$ cat src/rtl/ray_core_dispatcher_pkg.sv
// Shared renderer package for the ray core dispatcher.
// Holds the per-core slot state encoding, the dispatcher FSM state encoding
// and the RGB888 colour width used on the core and framebuffer interfaces.
package ray_core_dispatcher_pkg;

  localparam int COLOR_W = 24;

  typedef enum logic [1:0] {
    SLOT_FREE   = 2'd0,
    SLOT_BUSY   = 2'd1,
    SLOT_RESULT = 2'd2
  } slot_state_t;

  typedef enum logic [1:0] {
    ST_IDLE     = 2'd0,
    ST_DISPATCH = 2'd1,
    ST_DRAIN    = 2'd2,
    ST_DONE     = 2'd3
  } disp_state_t;

endpackage

$ cat src/rtl/rr_arbiter.sv
// Rotating-priority picker.
// Ports:
//   req       - request vector, one bit per requester
//   ptr       - index searched first; the search wraps upward from here
//   grant     - one-hot grant (all zero when no request)
//   grant_idx - binary index of the granted requester
//   any       - at least one request was granted
module rr_arbiter
  import ray_core_dispatcher_pkg::*;
#(
  parameter int N     = 4,
  parameter int PTR_W = (N > 1) ? $clog2(N) : 1
) (
  input  logic [N-1:0]     req,
  input  logic [PTR_W-1:0] ptr,
  output logic [N-1:0]     grant,
  output logic [PTR_W-1:0] grant_idx,
  output logic             any
);

  always_comb begin
    int unsigned j;
    j         = 0;
    grant     = '0;
    grant_idx = '0;
    any       = 1'b0;
    for (int unsigned k = 0; k < N; k++) begin
      j = (32'(ptr) + k) % N;
      if (!any && req[j]) begin
        grant[j]  = 1'b1;
        grant_idx = PTR_W'(j);
        any       = 1'b1;
      end
    end
  end

endmodule

$ cat src/rtl/ray_core_dispatcher.sv
// Ray core dispatcher: walks a frame in raster order, hands one pixel per
// cycle to a free ray core, collects per-core results and streams them to the
// framebuffer through a valid/ready register.
// Optional feature macro: RAY_DISPATCH_PERF_EN (adds perf_cycles/perf_stall).
// Ports:
//   clk, reset            - clock, asynchronous active-high reset
//   frame_start           - one-cycle frame request (honoured only in IDLE)
//   busy, frame_done      - frame in progress / one-cycle completion pulse
//   core_strobe/x/y       - one-hot core start pulse with the pixel coordinate
//   core_done/core_color  - per-core result pulse with RGB888 colour
//   fb_valid/ready/x/y/color - framebuffer write handshake
//   perf_cycles/perf_stall   - (macro only) busy cycles / dispatch stalls
module ray_core_dispatcher
  import ray_core_dispatcher_pkg::*;
#(
  parameter int NUM_CORES = 4,
  parameter int SCREEN_W  = 320,
  parameter int SCREEN_H  = 240,
  parameter int COORD_W   = 10
) (
  input  logic                         clk,
  input  logic                         reset,
  input  logic                         frame_start,
  output logic                         busy,
  output logic                         frame_done,
  output logic [NUM_CORES-1:0]         core_strobe,
  output logic [COORD_W-1:0]           core_x,
  output logic [COORD_W-1:0]           core_y,
  input  logic [NUM_CORES-1:0]         core_done,
  input  logic [NUM_CORES*COLOR_W-1:0] core_color,
  output logic                         fb_valid,
  input  logic                         fb_ready,
  output logic [COORD_W-1:0]           fb_x,
  output logic [COORD_W-1:0]           fb_y,
  output logic [COLOR_W-1:0]           fb_color
`ifdef RAY_DISPATCH_PERF_EN
  ,
  output logic [31:0]                  perf_cycles,
  output logic [31:0]                  perf_stall
`endif
);

  localparam int PTR_W = (NUM_CORES > 1) ? $clog2(NUM_CORES) : 1;
  localparam logic [PTR_W-1:0]   LAST_IDX = PTR_W'(NUM_CORES - 1);
  localparam logic [COORD_W-1:0] X_LAST   = COORD_W'(SCREEN_W - 1);
  localparam logic [COORD_W-1:0] Y_LAST   = COORD_W'(SCREEN_H - 1);

  disp_state_t        state;
  slot_state_t        slot_state [NUM_CORES];
  logic [COORD_W-1:0] slot_x     [NUM_CORES];
  logic [COORD_W-1:0] slot_y     [NUM_CORES];
  logic [COLOR_W-1:0] slot_color [NUM_CORES];

  logic [COORD_W-1:0] x_cnt, y_cnt;
  logic [PTR_W-1:0]   disp_ptr, coll_ptr, fb_slot;

  logic [NUM_CORES-1:0] free_vec, result_vec, dispatch_req;
  logic [NUM_CORES-1:0] disp_grant, coll_grant;
  logic [PTR_W-1:0]     disp_idx, coll_idx;
  logic                 disp_any, coll_any;
  logic                 fb_accept, fb_load_ok;
  logic [COORD_W-1:0]   coll_x, coll_y;
  logic [COLOR_W-1:0]   coll_color;

  // The slot currently sitting in the output register stays RESULT until it
  // is accepted, so it is masked out of the collection request.
  always_comb begin
    free_vec   = '0;
    result_vec = '0;
    for (int unsigned i = 0; i < NUM_CORES; i++) begin
      free_vec[i]   = (slot_state[i] == SLOT_FREE);
      result_vec[i] = (slot_state[i] == SLOT_RESULT) &&
                      !(fb_valid && (fb_slot == PTR_W'(i)));
    end
  end

  assign dispatch_req = (state == ST_DISPATCH) ? free_vec : '0;
  assign fb_accept    = fb_valid && fb_ready;
  assign fb_load_ok   = !fb_valid || fb_ready;

  rr_arbiter #(.N(NUM_CORES), .PTR_W(PTR_W)) u_disp_arb (
    .req       (dispatch_req),
    .ptr       (disp_ptr),
    .grant     (disp_grant),
    .grant_idx (disp_idx),
    .any       (disp_any)
  );

  rr_arbiter #(.N(NUM_CORES), .PTR_W(PTR_W)) u_coll_arb (
    .req       (result_vec),
    .ptr       (coll_ptr),
    .grant     (coll_grant),
    .grant_idx (coll_idx),
    .any       (coll_any)
  );

  // One-hot mux of the selected result slot into the output register.
  always_comb begin
    coll_x     = '0;
    coll_y     = '0;
    coll_color = '0;
    for (int unsigned i = 0; i < NUM_CORES; i++) begin
      if (coll_grant[i]) begin
        coll_x     = coll_x | slot_x[i];
        coll_y     = coll_y | slot_y[i];
        coll_color = coll_color | slot_color[i];
      end
    end
  end

  always_ff @(posedge clk or posedge reset) begin
    if (reset) begin
      state       <= ST_IDLE;
      x_cnt       <= '0;
      y_cnt       <= '0;
      disp_ptr    <= '0;
      coll_ptr    <= '0;
      fb_slot     <= '0;
      core_strobe <= '0;
      core_x      <= '0;
      core_y      <= '0;
      fb_valid    <= 1'b0;
      fb_x        <= '0;
      fb_y        <= '0;
      fb_color    <= '0;
      busy        <= 1'b0;
      frame_done  <= 1'b0;
      for (int unsigned i = 0; i < NUM_CORES; i++) begin
        slot_state[i] <= SLOT_FREE;
        slot_x[i]     <= '0;
        slot_y[i]     <= '0;
        slot_color[i] <= '0;
      end
    end else begin
      core_strobe <= disp_grant;
      frame_done  <= 1'b0;

      if (disp_any) begin
        core_x   <= x_cnt;
        core_y   <= y_cnt;
        disp_ptr <= (disp_idx == LAST_IDX) ? '0 : disp_idx + PTR_W'(1);
      end

      // Strobe, result capture and release act on disjoint slot states.
      for (int unsigned i = 0; i < NUM_CORES; i++) begin
        if (disp_grant[i]) begin
          slot_state[i] <= SLOT_BUSY;
          slot_x[i]     <= x_cnt;
          slot_y[i]     <= y_cnt;
        end else if (core_done[i] && (slot_state[i] == SLOT_BUSY)) begin
          slot_state[i] <= SLOT_RESULT;
          slot_color[i] <= core_color[i*COLOR_W +: COLOR_W];
        end else if (fb_accept && (fb_slot == PTR_W'(i))) begin
          slot_state[i] <= SLOT_FREE;
        end
      end

      if (fb_load_ok) begin
        if (coll_any) begin
          fb_valid <= 1'b1;
          fb_x     <= coll_x;
          fb_y     <= coll_y;
          fb_color <= coll_color;
          fb_slot  <= coll_idx;
          coll_ptr <= (coll_idx == LAST_IDX) ? '0 : coll_idx + PTR_W'(1);
        end else begin
          fb_valid <= 1'b0;
        end
      end

      case (state)
        ST_IDLE: begin
          if (frame_start) begin
            state <= ST_DISPATCH;
            busy  <= 1'b1;
            x_cnt <= '0;
            y_cnt <= '0;
          end
        end
        ST_DISPATCH: begin
          if (disp_any) begin
            if (x_cnt == X_LAST) begin
              x_cnt <= '0;
              if (y_cnt == Y_LAST) state <= ST_DRAIN;
              else                 y_cnt <= y_cnt + COORD_W'(1);
            end else begin
              x_cnt <= x_cnt + COORD_W'(1);
            end
          end
        end
        ST_DRAIN: begin
          if ((&free_vec) && !fb_valid) begin
            state      <= ST_DONE;
            frame_done <= 1'b1;
          end
        end
        ST_DONE: begin
          state <= ST_IDLE;
          busy  <= 1'b0;
        end
        default: state <= ST_IDLE;
      endcase
    end
  end

`ifdef RAY_DISPATCH_PERF_EN
  always_ff @(posedge clk or posedge reset) begin
    if (reset) begin
      perf_cycles <= '0;
      perf_stall  <= '0;
    end else if ((state == ST_IDLE) && frame_start) begin
      perf_cycles <= '0;
      perf_stall  <= '0;
    end else begin
      if (busy) perf_cycles <= perf_cycles + 32'd1;
      if ((state == ST_DISPATCH) && !(|free_vec)) perf_stall <= perf_stall + 32'd1;
    end
  end
`endif

endmodule

$ cat config.mk
export PLATFORM = sky130hd
export DESIGN_NAME = ray_core_dispatcher
export DESIGN_NICKNAME = d
export VERILOG_FILES = /design/src/rtl/ray_core_dispatcher_pkg.sv /design/src/rtl/rr_arbiter.sv /design/src/rtl/ray_core_dispatcher.sv
export SDC_FILE = /design/constraint.sdc
export NUM_CORES = 1
export LEC_CHECK = 0
export CAP_MARGIN = 0
export CORE_ASPECT_RATIO = 1.25
export CORE_UTILIZATION = 55
export CTS_CLUSTER_DIAMETER = 80
export DETAILED_ROUTE_END_ITERATION = 6
export GPL_ROUTABILITY_DRIVEN = 0
export PLACE_DENSITY = 0.8
export SKIP_LAST_GASP = 1
export SYNTH_ARGS = -nofsm -noshare
export SYNTH_HDL_FRONTEND = slang
export SYNTH_SLANG_ARGS = --single-unit
$ cat constraint.sdc
create_clock -name clk -period 22.1 [get_ports clk]
set_input_delay 4.42 -clock clk [delete_from_list [all_inputs] [get_ports clk]]
set_output_delay 4.42 -clock clk [all_outputs]
set_load 0.01 [all_outputs]
# Word-level counts from Yosys, hierarchy flattened
# Cells that the tools add are included.
dict set report op_classes {
  n_addsub 10
  mul 0
  div_mod_pow 0
  order_cmp 16
  eq_ne 24
  n_shift 0
  n_mux 102
  bitwise_logic 19
  n_reduce_logical 66
}
# op n
set op_table {}
lappend op_table {{2-to-1 mux 10 bit} 14}
lappend op_table {{2-to-1 mux 24 bit} 4}
lappend op_table {{bitwise OR 24 bit} 3}
lappend op_table {{bitwise OR 10 bit} 6}
lappend op_table {{2-to-1 mux 2 bit} 27}
lappend op_table {{one-hot mux 10 bit (2 select lines)} 2}
lappend op_table {{2-to-1 mux 4 bit} 9}
lappend op_table {{logical AND 1 bit} 32}
lappend op_table {{2-to-1 mux 1 bit} 28}
lappend op_table {{less-than comparator 2 x 3 -> 1 bit, second input constant} 8}
lappend op_table {{bitwise OR 4 bit} 6}
lappend op_table {{adder 10 x 1 -> 10 bit, second input constant} 2}
lappend op_table {{equality test 2 bit, second input constant} 10}
lappend op_table {{binary-select mux 1 bit (select 2 bit)} 8}
lappend op_table {{demux 1 bit (select 2 bit)} 8}
lappend op_table {{greater-or-equal comparator 2 x 1 -> 1 bit, second input constant} 8}
lappend op_table {{equality test 2 x 1 -> 1 bit, second input constant} 6}
lappend op_table {{zero test 2 bit} 6}
lappend op_table {{AND reduction 2 bit} 6}
lappend op_table {{nonzero test 3 bit} 4}
lappend op_table {{zero test 1 bit} 11}
lappend op_table {{equality test 10 x 8 -> 1 bit, second input constant} 1}
lappend op_table {{equality test 10 x 9 -> 1 bit, second input constant} 1}
lappend op_table {{AND reduction 5 bit} 2}
lappend op_table {{11 further kinds} 25}
dict set report word_totals {
  register_bits 283
  latchBits 0
  ramBits 0
  mem_bits_ro 0
  in_bits 104
  elab_cells 268
  n_memories 0
}

# Longest topological paths before layout
# Gate-level depths: netlist of run 1.
dict set report logic_depth {
  ltp_word 23
  ltp_mapped 12
  mapped_depth_nobuf 9
}

# Modules after synthesis
# A second synthesis of run 1 with hierarchy kept.
dict set report unflattened {
  cells_unflattened 995
  area_unflattened_um2 12831.1
}
# mod instances cells_per_inst area_each_um2 seq_area_each_um2
set by_module_without_submodules {}
lappend by_module_without_submodules {ray_core_dispatcher 1 905 11986.5 7081.8}
lappend by_module_without_submodules {{rr_arbiter (u_disp_arb)} 1 45 422.9 0.0}
lappend by_module_without_submodules {{rr_arbiter (u_coll_arb)} 1 45 421.7 0.0}

# Least setup slack after synthesis of run 1
# No wires, ideal clock.
dict set report synth_path {
  path_type {input -> register}
  start {input core_done[0]}
  end {register slot_color[80] in the netlist's numbering}
  setup_time_ns 0.125
  t_arrival_ns 5.488
  path_slack_ns 16.487
  cell_stages 5
  n_path_buf 2
  path_cell_list {inv_1 -> or4_1 -> buf_4 -> buf_4 -> mux2_2}
}
dict set report synth_via {
  elab_chain_cells 2
}
# element line
set synth_rtl {}
lappend synth_rtl {{from (decl)} ray_core_dispatcher.sv:29} ;# input logic [NUM_CORES-1:0] core_done,
lappend synth_rtl {{logical AND 1 bit} ray_core_dispatcher.sv:150} ;# end else if (core_done[i] && (slot_state[i] == SLOT_BUSY)) begin
lappend synth_rtl {{AND reduction 2 bit (no line)} --}
lappend synth_rtl {{to (signal, indexed assignment)} ray_core_dispatcher.sv:152} ;# slot_color[i] <= core_color[i*COLOR_W +: COLOR_W];
lappend synth_rtl {{to (decl)} ray_core_dispatcher.sv:52} ;# logic [COLOR_W-1:0] slot_color [NUM_CORES];
# No other way between the ends.
# A chain may end at the register's enable or synchronous reset.

# Final worst setup path of run 1
dict set report layout_path {
  start {register fb_valid}
  end {output fb_valid}
}
# element line
set layout_rtl {}
lappend layout_rtl {{from (decl)} ray_core_dispatcher.sv:31} ;# output logic fb_valid,
lappend layout_rtl {{from (signal assigned)} ray_core_dispatcher.sv:122} ;# fb_valid <= 1'b0;
lappend layout_rtl {{from (signal assigned)} ray_core_dispatcher.sv:160} ;# fb_valid <= 1'b1;
lappend layout_rtl {{from (signal assigned)} ray_core_dispatcher.sv:167} ;# fb_valid <= 1'b0;
# No word-level cell between the ends.

==> results of run 1 <==
[registers in the layout, indices dropped and copies added (netlist names), 24 cells and up, named ones only]
name        flops
slot_color     96
fb_color       24
slot_y         40
slot_x         40
[layout make-up]
cell class                 count  area (µm²)
fill                        1636        7170
multi-input combinational    662        5330
clock buffer                  42         885
timing repair buffer         188        1850
antenna                        4        10.0
tap                          288         360
inverter                      28         113
sequential                   283        7080
clock inverter                10         159
[worst paths after layout]
path | startpoint | end | slack, ns
setup / recovery | fb_valid | fb_valid | 15.99
hold / removal | busy | busy | 0.48
setup reg to reg | state[1] | slot_color[51] | 17.98
hold reg to reg | busy | busy | 0.48
max in group asynchronous | reset | slot_color[62] | 16.05
min in group asynchronous | reset | slot_color[69] | 4.41
[report_power, final]
| group | internal (W) | total [W] | switching (W) |
|---|---|---|---|
| sequential | 0.000714 | 0.000857 | 0.000143 |
| combinational | 0.000535 | 0.00119 | 0.000655 |
| clock | 0.000323 | 0.000522 | 0.000199 |
| total | 0.00157 | 0.00257 | 0.000996 |
[synth_stat cells, types with 2 or more instances]
cell         n
nor2b_1      4
and3b_1      3
o21ai_1      3
nand4_1     10
o21a_1       4
o2111ai_1    8
or3_1        2
nand2b_1     9
ha_1        20
nor3b_1     10
o211ai_1     6
a311oi_1     4
a21oi_1      9
xor2_1       7
mux2_2     196
buf_4       10
and3_1      10
or2_2        4
o31ai_1      4
a21o_1       2
nand3_1     10
a221oi_1     2
buf_6        5
o21ai_0     26
o221ai_4     4
clkbuf_1    31
dfrtp_1    283
inv_1       28
nand3b_1     7
a31oi_1     53
o22ai_1      4
a22oi_1     89
xnor2_1      3
nor3_1       8
a31o_2       4
nor2_1      73
buf_2       21
a22o_1       2
and4_1       2
and2_1       2
mux2i_1      4
nand2_1     40
[per-stage QoR]
stage / worst slack (ns) / instance area, µm² / std cells / util (%) / hold WS (ns)
detailed placement: 15.41 / 14700 / 1449 / 64.2 / 0.484
global placement: 15.42 / 14700 / 1449 / 64.2 / 0.463
global route: 15.72 / 15800 / 1505 / 68.8 / 0.521
floorplan: 9.87 / 12800 / 1041 / - / 0.480
finish: 15.99 / 15800 / 1505 / 68.8 / 0.484
CTS: 15.97 / 15800 / 1501 / 68.7 / 0.497
[layer usage]
| layer | wire [µm] | GRT usage (%) | vias up | part of all wire, % |
|---|---|---|---|---|
| met5 | 0 | 0 | - | 0 |
| met4 | 1160 | 11.5 | 0 | 3.7 |
| met3 | 1690 | 4.07 | 74 | 5.4 |
| met2 | 16000 | 46.2 | 330 | 51 |
| met1 | 12400 | 32.7 | 4702 | 40 |
| li1 | - | - | 4133 | - |
[cell families after synthesis]
| group | synth area share (%) |
|---|---|
| AND/OR/NAND/NOR | 7.60 |
| buffers and inverters | 3.60 |
| adder cells (fa/ha/maj) | 1.95 |
| flip-flops | 55.2 |
| AO/OA/AOI/OAI | 13.3 |
| XOR/XNOR | 0.682 |
| multiplexers | 17.7 |
==> flow_metrics.tcl, run 1 <==
set metrics [dict create \
    outcome "finished with violations" \
    violations "design-rule violations" \
    whs_path_depth 2 \
    synthArstFlopShare_pct 100 \
    grt_start_max_net_pins 125 \
    cts_setup_buffers 0 \
    required_ns 17.68 \
    cts_max_level 1 \
    power_leakage_nw 6.75 \
    drive_above_1_share_pct 23.2 \
    ys_seq_elements 283 \
    period_share_pct 27.7 \
    fp.coreArea_um2 23000 \
    cpLargestDelayFamily "buffers and inverters" \
    crit_chain "clkdlybuf4s50_1" \
    clk_pin_slew_ns 0.07 \
    synth_cell_types 57 \
    cts_resized 0 \
    power.total_w 0.00257 \
    die_h_um 173 \
    grt_first_pass_wirelength_mm 50.4 \
    tns_ns 0 \
    crit_type "flip-flop to output port" \
    pin_count 175 \
    ant_nets 0 \
    post-route-drc-count 10 \
    netlist_area_um2 12800 \
    num_vias 9239 \
    firstDrtPassIters 7 \
    syn_avg_cell_area_um2 12.3 \
    maxSlewHeadroom_pct 16.4 \
    cts_buffer_depth 3 \
    synthCells 1041 \
    crit_path_max_incr_delay_ns 0.61 \
    dieWidth_um 139 \
    start_util_pct 55.9 \
    viasPerCell 6.14 \
    ys_seq_area_share_pct 55.2 \
    clock_latency_ns 0.54 \
    dieArea_um2 24000 \
    worst_slew_pin_slew_ns 1.25 \
    layout_commonest_cell "dfrtp_1" \
    fin_nets 1315 \
    cts.sinks 283 \
    num_rows 62 \
    finalSetupViolCount 0 \
    grt_pass1_vias 9522 \
    synthFlopType "dfrtp_1" \
    port_buffers 174 \
    yosys_warnings 0 \
    grt-ovfl-total 0 \
    area_growth_pct 23.0 \
    grt_usage_pct 26.5 \
    synthTopCellsByArea "dfrtp_1, mux2_2, a22oi_1" \
    finalHoldViolCount 0 \
    maxCapViolations 0 \
    crit_arrival_ns 1.69 \
    worstRegToRegCells 9 \
    antenna_found_initial 3 \
    cts_tree "built" \
    cpMaxStageDelayCell "clkdlybuf4s50_1" \
    syn_nets 1165 \
    hpwl_mm 19.2 \
    finalMaxSlewViolations 0 \
    synth_edf_count 0 \
    max_freq_ghz 0.164 \
    cp-start-kind "flip-flop" \
    numCtsBuffers 28 \
    wl_per_cell_um 20.8 \
    layout_min_cycle_time_ns 6.11 \
    yosysTopAreaCellShare_pct 55.2 \
    drtIter0Drc 728 \
    power_density_nw_per_um2 163 \
    rsz0062_at_grt "false" \
    final_cell_mix "dfrtp_1, mux2_2, clkdlybuf4s50_1" \
    ir_drop_mv 0.124 \
    critPathMaxFanout 12 \
    fin_skew_ns 0.0136 \
    postCtsHoldBufs 0 \
    crit_path_end_kind "output port" \
    cts_root_buffer "clkbuf_16" \
    hold_class "flip-flop to flip-flop" \
    yosysTopAreaCell "dfrtp_1" \
    cp.depth 1 \
    cp_num_buf_inv 1 \
    drt-total-wl_mm 31.3 \
]
No activity file was read; power rests on OpenSTA's default activity.
==> run 2, diff against run 1 <==
clock period = 6 ns   (was 22.1 ns; I/O delays follow)
==> flow_metrics.tcl, run 2 (same netlist as run 1, synthesis figures left out) <==
set metrics [dict create \
    power_leakage_nw 6.68 \
    cpLargestDelayFamily "simple AND/OR/NAND/NOR gates" \
    multi_input_area_um2 5330 \
    cp-start-kind "flip-flop" \
    crit_path_max_incr_delay_ns 0.93 \
    cts_buffer_depth 3 \
    rsz0062_at_grt "false" \
    period_share_pct 70.2 \
    grt-ovfl-total 0 \
    cts_setup_buffers 0 \
    fp.coreArea_um2 23000 \
    worst_slew_pin_slew_ns 1.18 \
    crit_arrival_ns 4.63 \
    worst_slack_ns 1.79 \
    utilization_pct 68.2 \
    regMostFlops "slot_color" \
    fill_cells 1676 \
    grt_first_pass_wirelength_mm 48.6 \
    worstRegToRegCells 8 \
    ant_nets 0 \
    final_cell_mix "dfrtp_1, mux2_2, clkdlybuf4s50_1" \
    maxSlewHeadroom_pct 20.3 \
    crit_type "flip-flop to flip-flop" \
    viasPerCell 6.08 \
    r2r_end "slot_color[13]" \
    grt_start_max_net_pins 187 \
    crit_chain "nor3b_1 -> o21ai_0 -> mux2i_1 -> nand2b_1 -> o2111ai_2 -> buf_4 -> or2_2 -> mux2_2" \
    drt-total-wl_mm 30.4 \
    num_rows 62 \
    die_h_um 173 \
    tns_ns 0 \
    maxCapViolations 0 \
    critPathMaxFanout 24 \
    area_growth_pct 22.0 \
    crit_path_end_kind "flip-flop" \
    finalHoldViolCount 0 \
    max_freq_ghz 0.237 \
    layout_commonest_cell "dfrtp_1" \
    cp_num_buf_inv 1 \
    wl_per_cell_um 20.3 \
    post-route-drc-count 8 \
    clk_pin_slew_ns 0.06 \
    dieWidth_um 139 \
    dieArea_um2 24000 \
    cts.sinks 283 \
    drtIter0Drc 598 \
    power_density_nw_per_um2 588 \
    violations "design-rule violations" \
    fin_skew_ns 0.00859 \
    fin_nets 1316 \
    pin_count 175 \
    grt_pass1_vias 9113 \
    crit_path_end "slot_color[13]" \
    postCtsHoldBufs 0 \
    firstDrtPassIters 7 \
    rrSetupSlack_ns 1.79 \
    hold_class "flip-flop to flip-flop" \
    required_ns 6.42 \
    seqCellArea_um2 7080 \
    finalSetupViolCount 0 \
    finalMaxSlewViolations 0 \
    cpMaxStageDelayCell "o21ai_0" \
    cts_max_level 1 \
    layout_min_cycle_time_ns 4.21 \
    ir_drop_mv 0.378 \
    cts_root_buffer "clkbuf_16" \
    cp.depth 8 \
    numCtsBuffers 28 \
    outcome "finished with violations" \
    drive_above_1_share_pct 22.8 \
    start_util_pct 55.9 \
    largest_register_ff_count 96 \
    num_vias 9112 \
    port_buffers 174 \
    cts_resized 0 \
    antenna_found_initial 1 \
    cts_tree "built" \
    hpwl_mm 19.5 \
    dp_slack_ns 1.92 \
    clock_latency_ns 0.54 \
    grt_usage_pct 25.7 \
    reg_top3 "slot_color: 96 flops, slot_x: 40 flops, slot_y: 40 flops" \
    whs_path_depth 1 \
]
[run 2: cell type report]
class,instances,share of cell area (%)
clock buffer,37,5.08
clock inverter,10,0.711
antenna,1,0.0160
sequential,283,45.2
multi-input combinational,662,34.1
inverter,28,0.695
tap,288,2.30
timing repair buffer,189,11.9
[run 2: routing by layer]
layer | up-vias | wire length (µm) | GRT usage (%)
li1 | 4134 | - | -
met2 | 282 | 15500 | 44.4
met1 | 4639 | 12300 | 32.4
met5 | - | 0 | 0
met3 | 57 | 1650 | 4.46
met4 | 0 | 932 | 10.1
[run 2: power breakdown]
group / internal, W / switching, W / total, W
clock network: 0.00101 / 0.000715 / 0.00173
registers: 0.00263 / 0.000500 / 0.00313
logic: 0.00196 / 0.00238 / 0.00434
total: 0.00561 / 0.00359 / 0.00920
[run 2: how the worst min path moves through the flow]
stage                    from             end  slack (ns)
5_1_grt            slot_y[22]      slot_y[22]        0.52
2_1_floorplan  slot_color[80]  slot_color[80]        0.48
3_5_place_dp        core_y[1]       core_y[1]        0.49
4_1_cts             core_x[4]       core_x[4]        0.51
6_report            core_x[4]       core_x[4]        0.50
3_3_place_gp        core_y[1]       core_y[1]        0.47
[run 2: worst register-to-register path, cell delays in order (launching register included)]
cell       delay, ns
dfrtp_1         0.55
nor3b_1         0.23
o21ai_0         0.93
mux2i_1         0.35
nand2b_1        0.35
o2111ai_2       0.22
buf_4           0.39
or2_2           0.65
mux2_2          0.44
[run 2: metrics by stage]
| step | hold slack (ns) | cell area (µm²) | instances | total power [W] |
|---|---|---|---|---|
| floorplan | 0.480 | 12800 | 1041 | 0.00614 |
| global placement | 0.470 | 14800 | 1450 | 0.00733 |
| detailed placement | 0.490 | 14800 | 1450 | 0.00748 |
| CTS | 0.505 | 15700 | 1497 | 0.00922 |
| global route | 0.517 | 15700 | 1498 | 0.00975 |
| finish | 0.502 | 15700 | 1498 | 0.00920 |
==> run 3, diff against run 2 <==
CORE_UTILIZATION = 50   (was 55)
PLACE_DENSITY = 0.77   (was 0.8)
clock period = 3.5 ns   (was 6 ns; I/O delays follow)
==> flow_metrics.tcl, run 3 (same netlist as run 1, synthesis figures left out) <==
set metrics [dict create \
    outcome "finished, final reports clean" \
    power_density_nw_per_um2 1020 \
    cpLargestDelayFamily "simple AND/OR/NAND/NOR gates" \
    worst_slack_ns 0.314 \
    crit_chain "inv_1 -> ha_1 -> inv_1 -> o211ai_1 -> o21ai_0 -> nand2b_1 -> o2111ai_2 -> or4_1 -> buf_4 -> mux2_2" \
    fin_skew_ns 0.0114 \
    port_buffers 174 \
    start_util_pct 50.9 \
    antenna_found_initial 2 \
    crit_path_end_kind "flip-flop" \
    largest_register_ff_count 96 \
    clock_latency_ns 0.54 \
    dieArea_um2 26300 \
    die_h_um 181 \
    crit_type "flip-flop to flip-flop" \
    grt_pass1_vias 9592 \
    ant_nets 0 \
    final_cell_mix "dfrtp_1, mux2_2, clkdlybuf4s50_1" \
    regMostFlops "slot_color" \
    drive_above_1_share_pct 24.2 \
    max_freq_ghz 0.314 \
    hold_class "flip-flop to flip-flop" \
    dieWidth_um 145 \
    pin_count 175 \
    drt-total-wl_mm 31.5 \
    grt_first_pass_wirelength_mm 50.4 \
    grt_start_max_net_pins 92 \
    area_growth_pct 25.1 \
    finalSetupViolCount 0 \
    cp-start-kind "flip-flop" \
    cpMaxStageDelayCell "dfrtp_1" \
    required_ns 3.92 \
    cts_tree "built" \
    cts.sinks 283 \
    period_share_pct 91.0 \
    grt_usage_pct 24.0 \
    tns_ns 0 \
    layout_min_cycle_time_ns 3.19 \
    power_leakage_nw 6.84 \
    cts_buffer_depth 3 \
    crit_arrival_ns 3.61 \
    hpwl_mm 20.2 \
    fin_nets 1331 \
    cts_max_level 1 \
    critPathMaxFanout 25 \
    maxSlewHeadroom_pct 32.7 \
    grt-ovfl-total 0 \
    crit_path_max_incr_delay_ns 0.50 \
    rsz0062_at_grt "false" \
    ir_drop_mv 0.639 \
    dp_slack_ns 0.402 \
    finalMaxSlewViolations 0 \
    maxCapViolations 0 \
    wl_per_cell_um 20.1 \
    num_rows 65 \
    fp.coreArea_um2 25200 \
    num_vias 9298 \
    reg_top3 "slot_color: 96 flops, slot_x: 40 flops, slot_y: 40 flops" \
    layout_commonest_cell "dfrtp_1" \
    worst_slew_pin_slew_ns 1.01 \
    post-route-drc-count 0 \
    finalHoldViolCount 0 \
    cp_num_buf_inv 3 \
    clk_pin_slew_ns 0.07 \
    cts_resized 0 \
    postCtsHoldBufs 0 \
    viasPerCell 5.94 \
    drtIter0Drc 610 \
    cts_root_buffer "clkbuf_16" \
    firstDrtPassIters 5 \
    numCtsBuffers 28 \
    cp_common_cell "inv_1" \
    cts_setup_buffers 0 \
]
==> run 3: final timing paths <==
kind / from / to / slack [ns] / depth (start not counted)
max reg2reg: disp_ptr[1] / slot_color[75] / 0.31 / 10
min: busy / busy / 0.48 / 2
min reg2reg: busy / busy / 0.48 / 2
max in group asynchronous: reset / slot_x[34] / 2.10 / 3
max: disp_ptr[1] / slot_color[75] / 0.31 / 10
min in group asynchronous: reset / slot_color[21] / 0.56 / 2
==> run 3: final cells by class <==
cell class / count / area (µm²)
Fill cell: 1920 / 9160
Clock inverter: 11 / 143
Inverter: 28 / 109
Tap cell: 335 / 419
Clock buffer: 41 / 861
Timing Repair Buffer: 204 / 2100
Sequential cell: 283 / 7080
Antenna cell: 2 / 5.00
Multi-Input combinational cell: 662 / 5330
==> run 3: worst min-delay path, stage by stage, from the launching register on <==
cell	delay, ns
dfrtp_1	0.34
nand2_1	0.04
o21ai_0	0.06
==> run 3: per-stage QoR <==
stage,cell area (µm²),hold WS (ns),utilization [%],power (W),std cells
detailed placement,15000,0.472,59.7,0.0132,1512
global route,16100,0.516,63.7,0.0174,1566
finish,16100,0.479,63.7,0.0164,1566
floorplan,12800,0.480,-,0.0105,1041
global placement,15000,0.466,59.7,0.0129,1512
CTS,16100,0.486,63.7,0.0165,1564
==> run 3: where the power goes <==
| part | internal [W] | total, W | switching (W) |
|---|---|---|---|
| logic | 0.00365 | 0.00783 | 0.00419 |
| clock network | 0.00193 | 0.00320 | 0.00128 |
| registers | 0.00451 | 0.00537 | 0.000861 |
| total | 0.0101 | 0.0164 | 0.00633 |
==> run 3: routing by layer <==
layer,wire length [µm],vias to the layer above,track usage [%]
li1,-,4162,-
met3,1680,73,3.64
met4,1140,0,9.73
met2,16200,318,41.9
met1,12400,4745,29.7
met5,0,-,0
